--- src/rtl/spi_byte.sv ---
// SPI mode-0 byte-wide slave: synchronizes the SPI pins into clk, shifts one byte in and
// one byte out MSB first, and flags each completed byte with done.
module spi_byte (
   input  logic       clk,
   input  logic       reset,
   input  logic       spi_sclk,
   input  logic       spi_cs_n,
   input  logic       spi_rx,
   output logic       spi_tx,
   input  logic [7:0] tx,
   output logic [7:0] rx,
   output logic       done
);

   logic [1:0] sclk_sync_r;
   logic [1:0] cs_sync_r;
   logic [1:0] rx_sync_r;
   logic       sclk_prev_r;
   logic       cs_prev_r;

   logic [2:0] bit_idx_r;
   logic [7:0] rx_shift_r;
   logic [7:0] tx_shift_r;
   logic [7:0] rx_r;
   logic       done_r;

   logic       sclk_rise_s;
   logic       sclk_fall_s;
   logic       cs_rise_s;
   logic       cs_active_s;

   // Two-flop synchronizers plus one history flop each for edge detection.
   always_ff @(posedge clk) begin
      if (reset) begin
         sclk_sync_r <= 2'b00;
         cs_sync_r   <= 2'b11;
         rx_sync_r   <= 2'b00;
         sclk_prev_r <= 1'b0;
         cs_prev_r   <= 1'b1;
      end else begin
         sclk_sync_r <= {sclk_sync_r[0], spi_sclk};
         cs_sync_r   <= {cs_sync_r[0], spi_cs_n};
         rx_sync_r   <= {rx_sync_r[0], spi_rx};
         sclk_prev_r <= sclk_sync_r[1];
         cs_prev_r   <= cs_sync_r[1];
      end
   end

   // Edge detection on the synchronized pins.
   always_comb begin
      sclk_rise_s = sclk_sync_r[1] & ~sclk_prev_r;
      sclk_fall_s = ~sclk_sync_r[1] & sclk_prev_r;
      cs_rise_s   = cs_sync_r[1] & ~cs_prev_r;
      cs_active_s = ~cs_sync_r[1];
   end

   // Byte engine: a cs deassert outranks any sclk edge seen in the same cycle.
   always_ff @(posedge clk) begin
      if (reset) begin
         bit_idx_r  <= 3'd0;
         rx_shift_r <= 8'h00;
         tx_shift_r <= 8'h00;
         rx_r       <= 8'h00;
         done_r     <= 1'b1;
      end else if (cs_rise_s) begin
         bit_idx_r  <= 3'd0;
         rx_shift_r <= 8'h00;
         tx_shift_r <= 8'h00;
         done_r     <= 1'b0;
      end else if (!cs_active_s) begin
         bit_idx_r  <= 3'd0;
      end else if (sclk_rise_s) begin
         rx_shift_r <= {rx_shift_r[6:0], rx_sync_r[1]};
         done_r     <= 1'b0;
         if (bit_idx_r == 3'd0) begin
            tx_shift_r <= tx;
         end else begin
            tx_shift_r <= tx_shift_r;
         end
      end else if (sclk_fall_s) begin
         bit_idx_r  <= bit_idx_r + 3'd1;
         tx_shift_r <= {tx_shift_r[6:0], 1'b0};
         if (bit_idx_r == 3'd7) begin
            rx_r   <= rx_shift_r;
            done_r <= 1'b1;
         end else begin
            rx_r   <= rx_r;
            done_r <= done_r;
         end
      end else begin
         bit_idx_r <= bit_idx_r;
      end
   end

   // At bit 0 the MSB comes straight from tx so it is valid before the first rising edge.
   always_comb begin
      spi_tx = 1'b0;
      if (!cs_active_s) begin
         spi_tx = 1'b0;
      end else if (bit_idx_r == 3'd0) begin
         spi_tx = tx[7];
      end else begin
         spi_tx = tx_shift_r[7];
      end
   end

   assign rx   = rx_r;
   assign done = done_r;

endmodule

--- config.mk ---
export PLATFORM = sky130hd
export DESIGN_NAME = spi_byte
export DESIGN_NICKNAME = d
export VERILOG_FILES = /design/src/rtl/spi_byte.sv
export SDC_FILE = /design/constraint.sdc
export NUM_CORES = 1
export LEC_CHECK = 0
export BUFFER_PORTS_ARGS = -buffer_cell sky130_fd_sc_hd__buf_2
export CORE_ASPECT_RATIO = 2
export CORE_MARGIN = 2
export CORE_UTILIZATION = 50
export CTS_CLUSTER_DIAMETER = 80
export DETAILED_ROUTE_END_ITERATION = 7
export GPL_ROUTABILITY_DRIVEN = 0
export MAX_ROUTING_LAYER = met4
export PLACE_DENSITY = 0.74
export SETUP_SLACK_MARGIN = 0.2
export SYNTH_ARGS = -nofsm -noshare
export SYNTH_HDL_FRONTEND = slang
export SYNTH_SLANG_ARGS = --single-unit
--- constraint.sdc ---
create_clock -name clk -period 4.6 [get_ports clk]
set_input_delay 0.23 -clock clk [delete_from_list [all_inputs] [get_ports clk]]
set_output_delay 0.23 -clock clk [all_outputs]
set_load 0.02 [all_outputs]
* Word-level counts from Yosys, hierarchy flattened
Index checks and enable logic that the tools add are counted.
** Storage, ports and cells
- Register bits after elaboration :: 36
- Logic and storage cells :: 44
- Input port bits :: 13
** Cells by class
- Add/sub/neg operators :: 1
- Multiplexer cells :: 10
- Equal/unequal tests :: 3
- Reduce and logical (&&, ||, !) cells :: 11
- Bitwise gates (word level) :: 9
** Operator list (count)
- 8-bit two-way mux :: 3
- 1-bit two-way mux :: 7
- 1-bit NOT :: 6
- 3-bit AND reduction :: 2
- 3-bit nonzero test :: 2
- 5-bit AND reduction :: 1
- 2-bit by 1-bit inequality test with 1-bit output (second input constant) :: 2
- 2-bit AND reduction :: 2
- 3-bit by 1-bit adder with 3-bit output (second input constant) :: 1
- 1-bit bitwise AND :: 3
- 3-bit equality test (second input constant) :: 1
- 3-bit logical NOT :: 1
- 3-bit OR reduction :: 1
- 2-bit nonzero test :: 1
- 2-bit OR reduction :: 1

* Logic depth before layout (Yosys ltp)
Gate-level depths: netlist of run 1.
- Depth in word-level cells :: 6
- Mapped depth :: 7

* Worst setup path after synthesis of run 1
OpenSTA, ideal clock, no wires.
- Path kind :: flip-flop to flip-flop
- Start :: register sclk_prev_r
- End :: register tx_shift_r[1]
- Library setup time :: 0.079 ns
- Period minus slack after synthesis :: 1.477 ns
- Slack :: 3.123 ns
- Stages on the path, launching flop included :: 8
- Data required time :: 4.521 ns
- Arrival time :: 1.398 ns
- Cell sequence :: dfxtp_1 inv_1 ha_1 and4bb_1 buf_6 or2_1 buf_6 a211oi_2
** On the way
- Cells in the longest elaborated chain, start to end :: 4
- Elaborated cells between the ends (all ways) :: 7
** Ends and longest elaborated chain
- from (decl) :: RTL line 18 : logic sclk_prev_r;
- from (signal assigned) :: RTL line 44 : sclk_prev_r <= sclk_sync_r[1];
- 1-bit NOT :: RTL line 51 : sclk_rise_s = sclk_sync_r[1] & ~sclk_prev_r;
- 1-bit bitwise AND :: RTL line 51
- 2-bit by 1-bit inequality test with 1-bit output (no source line) / 2-bit nonzero test (equally long branches)
- 3-bit AND reduction (no source line)
- to (signal assigned) :: RTL line 76 : tx_shift_r <= tx;
- to (signal assigned) :: RTL line 78 : tx_shift_r <= tx_shift_r;
- to (signal assigned) :: RTL line 82 : tx_shift_r <= {tx_shift_r[6:0], 1'b0};
- to (decl) :: RTL line 23 : logic [7:0] tx_shift_r;
Parallel ways exist; a longest one is shown, timed or not.
A chain may end at the register's enable or synchronous reset.

* Final worst setup path of run 1
- Start :: register sclk_prev_r
- End :: register tx_shift_r[4]
Same word-level chain as after synthesis.

==> flow_summary.json, run 1 <==
{
  "worst_pin_slew_ns": 0.593,
  "whs_ns": 0.126,
  "place_area_sq_um": 1610,
  "htreeDepth": 2,
  "rsz0062_at_grt": "false",
  "r2r_start": "sclk_prev_r",
  "cp_slowest_stage_delay_ns": 0.52,
  "fmax_mhz": 501,
  "core-area_sq_um": 2940,
  "diodes": 0,
  "nNetsFinal": 190,
  "cts_root_buf": "clkbuf_8",
  "total_power_mw": 0.585,
  "crit_family": "simple AND/OR/NAND/NOR gates",
  "cap_violations": 0,
  "drv_slew": 0,
  "post-place-ws_ns": 2.58,
  "status": "completed",
  "synth_common_cells": "36 x dfxtp_1, 18 x mux2i_1, 16 x nand2_1",
  "drc_errors": 0,
  "grt_pass1_wl_um": 4430,
  "synth_cell_types": 30,
  "wl_per_cell_um": 13.0,
  "p_sw_share_pct": 20.9,
  "crit_type": "reg2reg",
  "cts.repair.resized": 0,
  "clock-sinks": 36,
  "yosysTopAreaCell": "dfxtp_1",
  "hold_viol": 0,
  "final.min_clock_period_ns": 2.00,
  "drive_gt1_share_pct": 24.0,
  "cp.arrival_ns": 2.16,
  "timing.final.crit_share_pct": 43.4,
  "setup_violations": 0,
  "gr-usage-met2_pct": 32.1,
  "drt_iter0_drc": 24,
  "detail_route.vias_per_cell": 5.30,
  "synth_seq_cells": 36,
  "synth-edff-count": 0,
  "worst-path-buf-inv": 1,
  "grt_max_degree": 20,
  "combPwrFrac_pct": 5.0,
  "dp_hpwl_um": 1920,
  "hold_depth": 2,
  "synthCells": 153,
  "cp-end-kind": "flop",
  "clock_path_buffers": 2,
  "antenna_found_initial": 0,
  "hp-start": "spi_cs_n",
  "intPower_mw": 0.463,
  "cts.clk_slew.worst_paths_ns": 0.06,
  "port_buffers": 22,
  "fin_tns_setup_ns": 0,
  "cts_hold_buffers": 0,
  "async_reset_ff_share_pct": 0,
  "vdd_ir_drop_max_mv": 0.224,
  "worstHoldEndpoint": "cs_sync_r[0]",
  "cts_tree": "done",
  "ys_top_cells_by_area": "dfxtp_1 47%, mux2i_1 12%, a211oi_2 5.7%",
  "finClkSkew_ns": 0.00551,
  "fin_cells": 201,
  "clkPwrFrac_pct": 40.4,
  "fp.dieW_um": 43.2,
  "power_frac_seq_pct": 54.7,
  "power_density_nw_per_um2": 344,
  "path_max_fanout": 13,
  "top_usage_layer": "met2",
  "relSlewSlack_pct": 60.4,
  "dieArea_sq_um": 3550,
  "crit_slowest_cell": "ha_1",
  "synth.most_common_cell": "dfxtp_1",
  "worstSetupStartpointType": "flop",
  "synth_nets": 172,
  "vias": 1065,
  "leakage_nw": 0.712,
  "cts_made_buffers": 5,
  "critPathRequiredTime_ns": 4.76,
  "dr.pass1.iters": 4,
  "path_cells": "inv_1 -> ha_1 -> and4bb_1 -> or2_1 -> a211oi_2",
  "yosys_warnings": 0,
  "reg2reg_depth": 5,
  "gr-total-overflow": 0,
  "met3_usage_pct": 5.43,
  "post_cts_buffers": 0,
  "fin_util_pct": 57.8,
  "worst_slack_ns": 2.60,
  "syn_area_per_cell_sq_um": 10.0,
  "placement_rows": 28,
  "routed_wl_um": 2610,
  "antenna_left": 0,
  "grt_use_met1_pct": 15.2,
  "area_delta_synth_final_pct": 11.0,
  "ys.flop_type": "dfxtp_1",
  "post-place-cells": 194,
  "first_global_vias": 1063,
  "r2r_slack_ns": 2.60,
  "syn_area_sq_um": 1530,
  "io_pins": 23,
  "synth_top_area_share_pct": 47.0,
  "ys_seq_area_share_pct": 47.0,
  "die_h_um": 82.3,
  "p_switching_mw": 0.122,
  "start_util_pct": 52.1,
  "min_path_type": "in2reg",
  "clk_latency_ns": 0.29,
  "grt_usage_pct": 17.5,
  "design_area_sq_um": 1700,
  "r2r_end": "tx_shift_r[4]"
}
-- worst max-delay path by stage --
stage                 from             to  cells after the start
2_1_floorplan  sclk_prev_r  tx_shift_r[1]                      7
3_3_place_gp   sclk_prev_r  tx_shift_r[7]                      5
3_5_place_dp   sclk_prev_r  tx_shift_r[6]                      5
4_1_cts        sclk_prev_r  tx_shift_r[4]                      5
5_1_grt        sclk_prev_r  tx_shift_r[4]                      5
6_report       sclk_prev_r  tx_shift_r[4]                      5
-- registers in the layout, indices dropped and copies added (netlist names) --
| name | cells |
|---|---|
| rx_shift_r | 8 |
| tx_shift_r | 8 |
| rx_sync_r | 2 |
| cs_prev_r | 1 |
| cs_sync_r | 2 |
| sclk_sync_r | 2 |
| done | 1 |
| bit_idx_r | 3 |
| sclk_prev_r | 1 |
| rx | 8 |
-- area by class of cell --
class                           count  area (sq um)
Fill cell                         267          1240
Multi-Input combinational cell    100           714
Inverter                            6          22.5
Timing Repair Buffer               22           110
Clock buffer                        7          96.3
Sequential cell                    36           721
Tap cell                           30          37.5
-- power by group through the flow --
stage                     sequential [mW]  clock, mW  combinational (mW)
after detailed placement            0.327          0              0.0297
final                               0.320      0.236              0.0290
after floorplan                     0.326          0              0.0225
after CTS                           0.320      0.242              0.0297
after global placement              0.326          0              0.0291
after global routing                0.320      0.254              0.0325
-- layer usage --
metal / vias to the layer above / routed length, um
met5: - / 0
met4: 0 / 68
met3: 6 / 101
met2: 24 / 1430
met1: 485 / 1010
li1: 550 / -
-- worst reg2reg max path, delay by kind of cell (launching register included) --
kind                     cells  cell delay [ns]
buffers and inverters        1             0.06
AND/OR/NAND/NOR              2             0.84
flip-flops                   1             0.33
adder cells (fa/ha/maj)      1             0.52
AO/OA/AOI/OAI                1             0.12
-- layout by cell type (no fill, tap or decap), drive strengths merged, types with 7 or more instances in the layout --
master,count
a21oi,8
nand2,16
buf,22
clkbuf,7
nor2,13
mux2i,18
dfxtp,36
a211oi,7
nor3,7
-- cell families after synthesis --
family / share of synthesized area [%]
AO/OA/AOI/OAI: 10.4
XOR/XNOR: 0.572
adder cells (fa/ha/maj): 4.90
buffers and inverters: 6.37
flip-flops: 47.0
multiplexers: 12.5
AND/OR/NAND/NOR: 18.2
No activity file was read; power rests on OpenSTA's default activity.
==> inputs of run 2 (changes only) <==
--- a/config.mk
+++ b/config.mk
@@ -5,6 +5,7 @@
 export SDC_FILE = /design/constraint.sdc
 export NUM_CORES = 1
 export LEC_CHECK = 0
+export ABC_AREA = 1
 export BUFFER_PORTS_ARGS = -buffer_cell sky130_fd_sc_hd__buf_2
 export CORE_ASPECT_RATIO = 2
 export CORE_MARGIN = 2
@@ -13,7 +14,7 @@
 export DETAILED_ROUTE_END_ITERATION = 7
 export GPL_ROUTABILITY_DRIVEN = 0
 export MAX_ROUTING_LAYER = met4
-export PLACE_DENSITY = 0.74
+export PLACE_DENSITY = 0.75
 export SETUP_SLACK_MARGIN = 0.2
 export SYNTH_ARGS = -nofsm -noshare
 export SYNTH_HDL_FRONTEND = slang
==> constraint.sdc (replaced) <==
create_clock -name clk -period 2 [get_ports clk]
set_input_delay 0.1 -clock clk [delete_from_list [all_inputs] [get_ports clk]]
set_output_delay 0.1 -clock clk [all_outputs]
set_load 0.02 [all_outputs]
==> run 2 against run 1 <==
Effect of this change: design area rose by 3.2%; worst hold slack worse by 0.10 ns; power grew to 2.5 times the previous value; synthesized cell count up 28%; highest routed layer unchanged; cell count rose by 26%.
==> flow_summary.json, run 2 <==
{
  "first_global_vias": 1089,
  "cp_slowest_stage_delay_ns": 0.36,
  "synth.most_common_cell": "nand2_1",
  "worst_pin_slew_ns": 0.367,
  "leakage_nw": 0.808,
  "ys_seq_area_share_pct": 47.9,
  "yosys_warnings": 0,
  "cp.arrival_ns": 1.39,
  "rsz0062_at_grt": "false",
  "cts_root_buf": "clkbuf_8",
  "hold_viol": 0,
  "path_cells": "inv_1 -> ha_1 -> nand2_1 -> o21ai_0 -> a21oi_1 -> buf_2",
  "final_common_cell": "nand2_1",
  "r2r_slack_ns": 0.58,
  "cts_made_buffers": 5,
  "fin_cells": 253,
  "fp.dieW_um": 42.8,
  "worstSetupStartpointType": "flop",
  "fmax_mhz": 670,
  "area_delta_synth_final_pct": 16.7,
  "clock-sinks": 36,
  "drv_slew": 0,
  "cp-startpoint": "bit_idx_r[0]",
  "relSlewSlack_pct": 75.5,
  "critPathRequiredTime_ns": 1.90,
  "crit_family": "flip-flops",
  "synth_cell_types": 22,
  "diodes": 0,
  "cts.clk_slew.worst_paths_ns": 0.07,
  "design_area_sq_um": 1760,
  "vdd_ir_drop_max_mv": 0.637,
  "met3_usage_pct": 5.27,
  "cts.repair.resized": 0,
  "worst_slack_ns": 0.508,
  "clock_path_buffers": 2,
  "htreeDepth": 2,
  "path_depth": 6,
  "cp-end-kind": "primary output",
  "detail_route.vias_per_cell": 4.82,
  "path_max_fanout": 3,
  "post-place-cells": 244,
  "antenna_left": 0,
  "synthCells": 196,
  "syn_area_per_cell_sq_um": 7.67,
  "placement_rows": 28,
  "r2r_end": "done",
  "synth-edff-count": 0,
  "dr.pass1.iters": 4,
  "drive_gt1_share_pct": 20.2,
  "place_area_sq_um": 1620,
  "finClkSkew_ns": 0.00896,
  "cts_tree": "done",
  "gr-total-overflow": 0,
  "ys.flop_type": "dfxtp_1",
  "routed_wl_um": 2480,
  "crit_type": "reg2out",
  "vias": 1220,
  "dp_hpwl_um": 1910,
  "synth_seq_cells": 36,
  "power_density_nw_per_um2": 843,
  "grt_use_met1_pct": 16.8,
  "status": "completed",
  "final.min_clock_period_ns": 1.49,
  "dieArea_sq_um": 3490,
  "cap_violations": 0,
  "synth_common_cells": "43 x nand2_1, 36 x dfxtp_1, 29 x inv_1",
  "cp-endpoint": "spi_tx",
  "drt_iter0_drc": 32,
  "top_usage_layer": "met2",
  "yosysTopAreaCell": "dfxtp_1",
  "grt_pass1_wl_um": 4400,
  "nNetsFinal": 241,
  "gr-usage-met2_pct": 29.4,
  "port_buffers": 22,
  "whs_ns": 0.0223,
  "setup_violations": 0,
  "total_power_mw": 1.48,
  "grt_usage_pct": 17.4,
  "io_pins": 23,
  "fin_util_pct": 60.4,
  "start_util_pct": 51.7,
  "r2r_start": "sclk_prev_r",
  "syn_area_sq_um": 1500,
  "die_h_um": 81.6,
  "worst-path-buf-inv": 2,
  "async_reset_ff_share_pct": 0,
  "synth_top_area_share_pct": 47.9,
  "wl_per_cell_um": 9.81,
  "reg2reg_depth": 6,
  "antenna_found_initial": 0,
  "grt_max_degree": 17,
  "drc_errors": 0,
  "post-place-ws_ns": 0.563,
  "ys_top_cells_by_area": "dfxtp_1 48%, nand2_1 11%, inv_1 7.2%",
  "crit_slowest_cell": "dfxtp_1",
  "min_path_type": "in2reg",
  "core-area_sq_um": 2910,
  "synth_nets": 215,
  "timing.final.crit_share_pct": 74.6,
  "fin_tns_setup_ns": 0,
  "final_cell_mix": "43 x nand2_1, 36 x dfxtp_1, 29 x inv_1, 22 x nor2_1, 22 x buf_2",
  "clk_latency_ns": 0.29
}
-- run 2: changes by cell type after synthesis, sizes merged, moves of 3 or more --
cell    previous run  this run
nor2              13        24
nor3               7         0
a211oi             7         2
nor2b              6         0
buf                8         4
o21ai              0        16
mux2i             18         0
a21oi              8        19
nand2b             3         0
inv                6        31
nand2             16        50
-- run 2: routing by layer --
layer,vias up,share of wire (%)
met5,-,0
met2,25,53
met3,6,4.4
li1,654,-
met1,535,40
met4,0,2.6
-- run 2: cell type report --
cell class	count	area [sq um]
inverter	31	116
timing repair buffer	24	128
multi-input combinational	124	627
clock buffer	7	96.3
fill	287	1150
tap	30	37.5
clock inverter	1	30.0
sequential	36	721
-- run 2: power breakdown --
part	internal, mW	leakage, nW	switching [mW]
Clock	0.439	0.0645	0.240
Sequential	0.727	0.292	0.00428
Combinational	0.0271	0.452	0.0412
Total	1.19	0.808	0.286
-- run 2: worst min-delay path by stage --
stage	from	end	slack, ns	cells past startpoint
after floorplan	reset	rx_sync_r[0]	0.17	1
after global placement	spi_cs_n	cs_sync_r[0]	0.28	2
after detailed placement	spi_cs_n	cs_sync_r[0]	0.28	2
after CTS	spi_rx	rx_sync_r[0]	0.01	3
after global routing	spi_rx	rx_sync_r[0]	0.02	3
final	spi_rx	rx_sync_r[0]	0.02	3
-- run 2: what timing repair did --
item | in CTS | in global routing
endpoints found under the hold margin | 1 | 0
hold buffers | 1 | 0
setup endpoints to repair | 0 | 0
setup buffers | 0 | 0
-- run 2: tightest hold or removal path: stages --
cell and delay (ns):
buf_2 0.08, inv_1 0.03, nor2_1 0.06
-- run 2: cells by family after synthesis --
kind of cell,after synthesis,synth area share [%]
AND/OR/NAND/NOR,80,23.5
AO/OA/AOI/OAI,38,13.1
buffers and inverters,36,10.4
flip-flops,36,47.9
adder cells (fa/ha/maj),6,4.99
==> inputs of run 3 (changes only) <==
==> constraint.sdc (replaced) <==
create_clock -name clk -period 1.46 [get_ports clk]
set_input_delay 0.073 -clock clk [delete_from_list [all_inputs] [get_ports clk]]
set_output_delay 0.073 -clock clk [all_outputs]
set_load 0.02 [all_outputs]
==> run 3 against run 2 <==
Effect of this change: utilization is 2.2 points higher; design area grew 3.6%; clock power decreased by 3%; first-iteration DRC count is 9.4% lower; sequential share of layout area down 1.1 points; critical path depth unchanged; critical path type unchanged; largest power group unchanged.
==> flow_summary.json, run 3 (synthesis results as in run 2) <==
{
  "drive_gt1_share_pct": 27.4,
  "clk_latency_ns": 0.29,
  "antenna_left": 0,
  "relSlewSlack_pct": 82.3,
  "worstSetupStartpointType": "flop",
  "first_global_vias": 1206,
  "io_pins": 23,
  "fmax_mhz": 768,
  "crit_type": "reg2out",
  "total_power_mw": 1.78,
  "power_density_nw_per_um2": 976,
  "vias": 1277,
  "cts.clk_slew.worst_paths_ns": 0.07,
  "die_h_um": 81.6,
  "min_path_type": "in2reg",
  "worst-path-buf-inv": 2,
  "cts_made_buffers": 5,
  "gr-usage-met2_pct": 35.5,
  "setup_violations": 0,
  "nNetsFinal": 245,
  "placement_rows": 28,
  "dp_hpwl_um": 2070,
  "grt_use_met1_pct": 16.0,
  "crit_slowest_cell": "dfxtp_2",
  "grt_usage_pct": 19.1,
  "top_usage_layer": "met2",
  "cp.arrival_ns": 1.23,
  "htreeDepth": 2,
  "port_buffers": 22,
  "area_delta_synth_final_pct": 21.0,
  "clock_path_buffers": 2,
  "clock-sinks": 36,
  "fp.dieW_um": 42.8,
  "drv_slew": 0,
  "status": "completed",
  "core-area_sq_um": 2910,
  "seq_area_sq_um": 727,
  "hold_viol": 0,
  "start_util_pct": 51.7,
  "wl_per_cell_um": 11.5,
  "final_cell_mix": "40 x nand2_1, 31 x dfxtp_1, 26 x inv_1, 22 x nor2_1, 21 x buf_2",
  "post-place-cells": 245,
  "path_max_fanout": 3,
  "grt_max_degree": 17,
  "fin_cells": 256,
  "dr.pass1.iters": 4,
  "antenna_found_initial": 0,
  "drt_iter0_drc": 29,
  "cap_violations": 0,
  "cp-end-kind": "primary output",
  "final_common_cell": "nand2_1",
  "timing.final.crit_share_pct": 89.2,
  "gr-total-overflow": 0,
  "dieArea_sq_um": 3490,
  "routed_wl_um": 2940,
  "grt_pass1_wl_um": 4770,
  "diodes": 0,
  "critPathRequiredTime_ns": 1.39,
  "rsz0062_at_grt": "true",
  "drc_errors": 0,
  "met3_usage_pct": 4.84,
  "vdd_ir_drop_max_mv": 0.781,
  "fin_tns_setup_ns": 0,
  "multi_input_area_sq_um": 693,
  "crit_family": "flip-flops",
  "path_cells": "inv_2 -> ha_4 -> nand2_4 -> o21ai_2 -> a21oi_2 -> buf_6",
  "cts_root_buf": "clkbuf_8",
  "detail_route.vias_per_cell": 4.99,
  "fillCellCount": 282,
  "finClkSkew_ns": 0.00797,
  "worst_pin_slew_ns": 0.264,
  "cp_slowest_stage_delay_ns": 0.35,
  "leakage_nw": 0.801,
  "final.min_clock_period_ns": 1.30,
  "cts_tree": "done"
}
run 3: stage by stage:
step / cell area, sq um / setup WS [ns] / hold WS (ns) / util, %
after floorplan: 1510 / 0.217 / 0.138 / -
after global placement: 1630 / 0.117 / 0.255 / 56.0
after detailed placement: 1630 / 0.0886 / 0.262 / 56.0
after CTS: 1770 / 0.137 / 0.0353 / 61.0
after global routing: 1820 / 0.101 / 0.0434 / 62.6
final: 1820 / 0.157 / 0.0341 / 62.6
run 3: cell type report:
| type | count | area share [%] |
|---|---|---|
| Clock buffer | 5 | 3.78 |
| Tap cell | 30 | 2.06 |
| Sequential cell | 36 | 40.0 |
| Inverter | 31 | 6.53 |
| Timing Repair Buffer | 27 | 8.87 |
| Multi-Input combinational cell | 125 | 38.1 |
| Clock inverter | 2 | 0.688 |
run 3: layer usage:
| layer | share of wire, % | vias up | wire, um |
|---|---|---|---|
| li1 | - | 665 | - |
| met1 | 36 | 561 | 1060 |
| met2 | 55 | 41 | 1630 |
| met3 | 5.1 | 10 | 150 |
| met4 | 3.4 | 0 | 99 |
| met5 | 0 | - | 0 |
run 3: what timing repair did:
item,CTS,global route
setup buffers,0,0
pin swaps,1,4
cloned,0,1
gates resized for setup,13,15
hold endpoints to repair,3,0
endpoints found under the setup margin,24,27
hold buffers,3,0
run 3: final timing paths:
path / startpoint / end / slack [ns] / cells after the start
setup / recovery: bit_idx_r[0] / spi_tx / 0.16 / 6
hold / removal: reset / sclk_sync_r[1] / 0.03 / 2
setup reg to reg: bit_idx_r[0] / rx[2] / 0.21 / 5
hold reg to reg: sclk_sync_r[0] / sclk_sync_r[1] / 0.39 / 2
run 3: power by group:
part	switching (mW)	total, mW	internal [mW]
clock network	0.339	0.661	0.322
registers	0.00688	1.00	0.997
logic	0.0633	0.111	0.0472
total	0.409	1.78	1.37
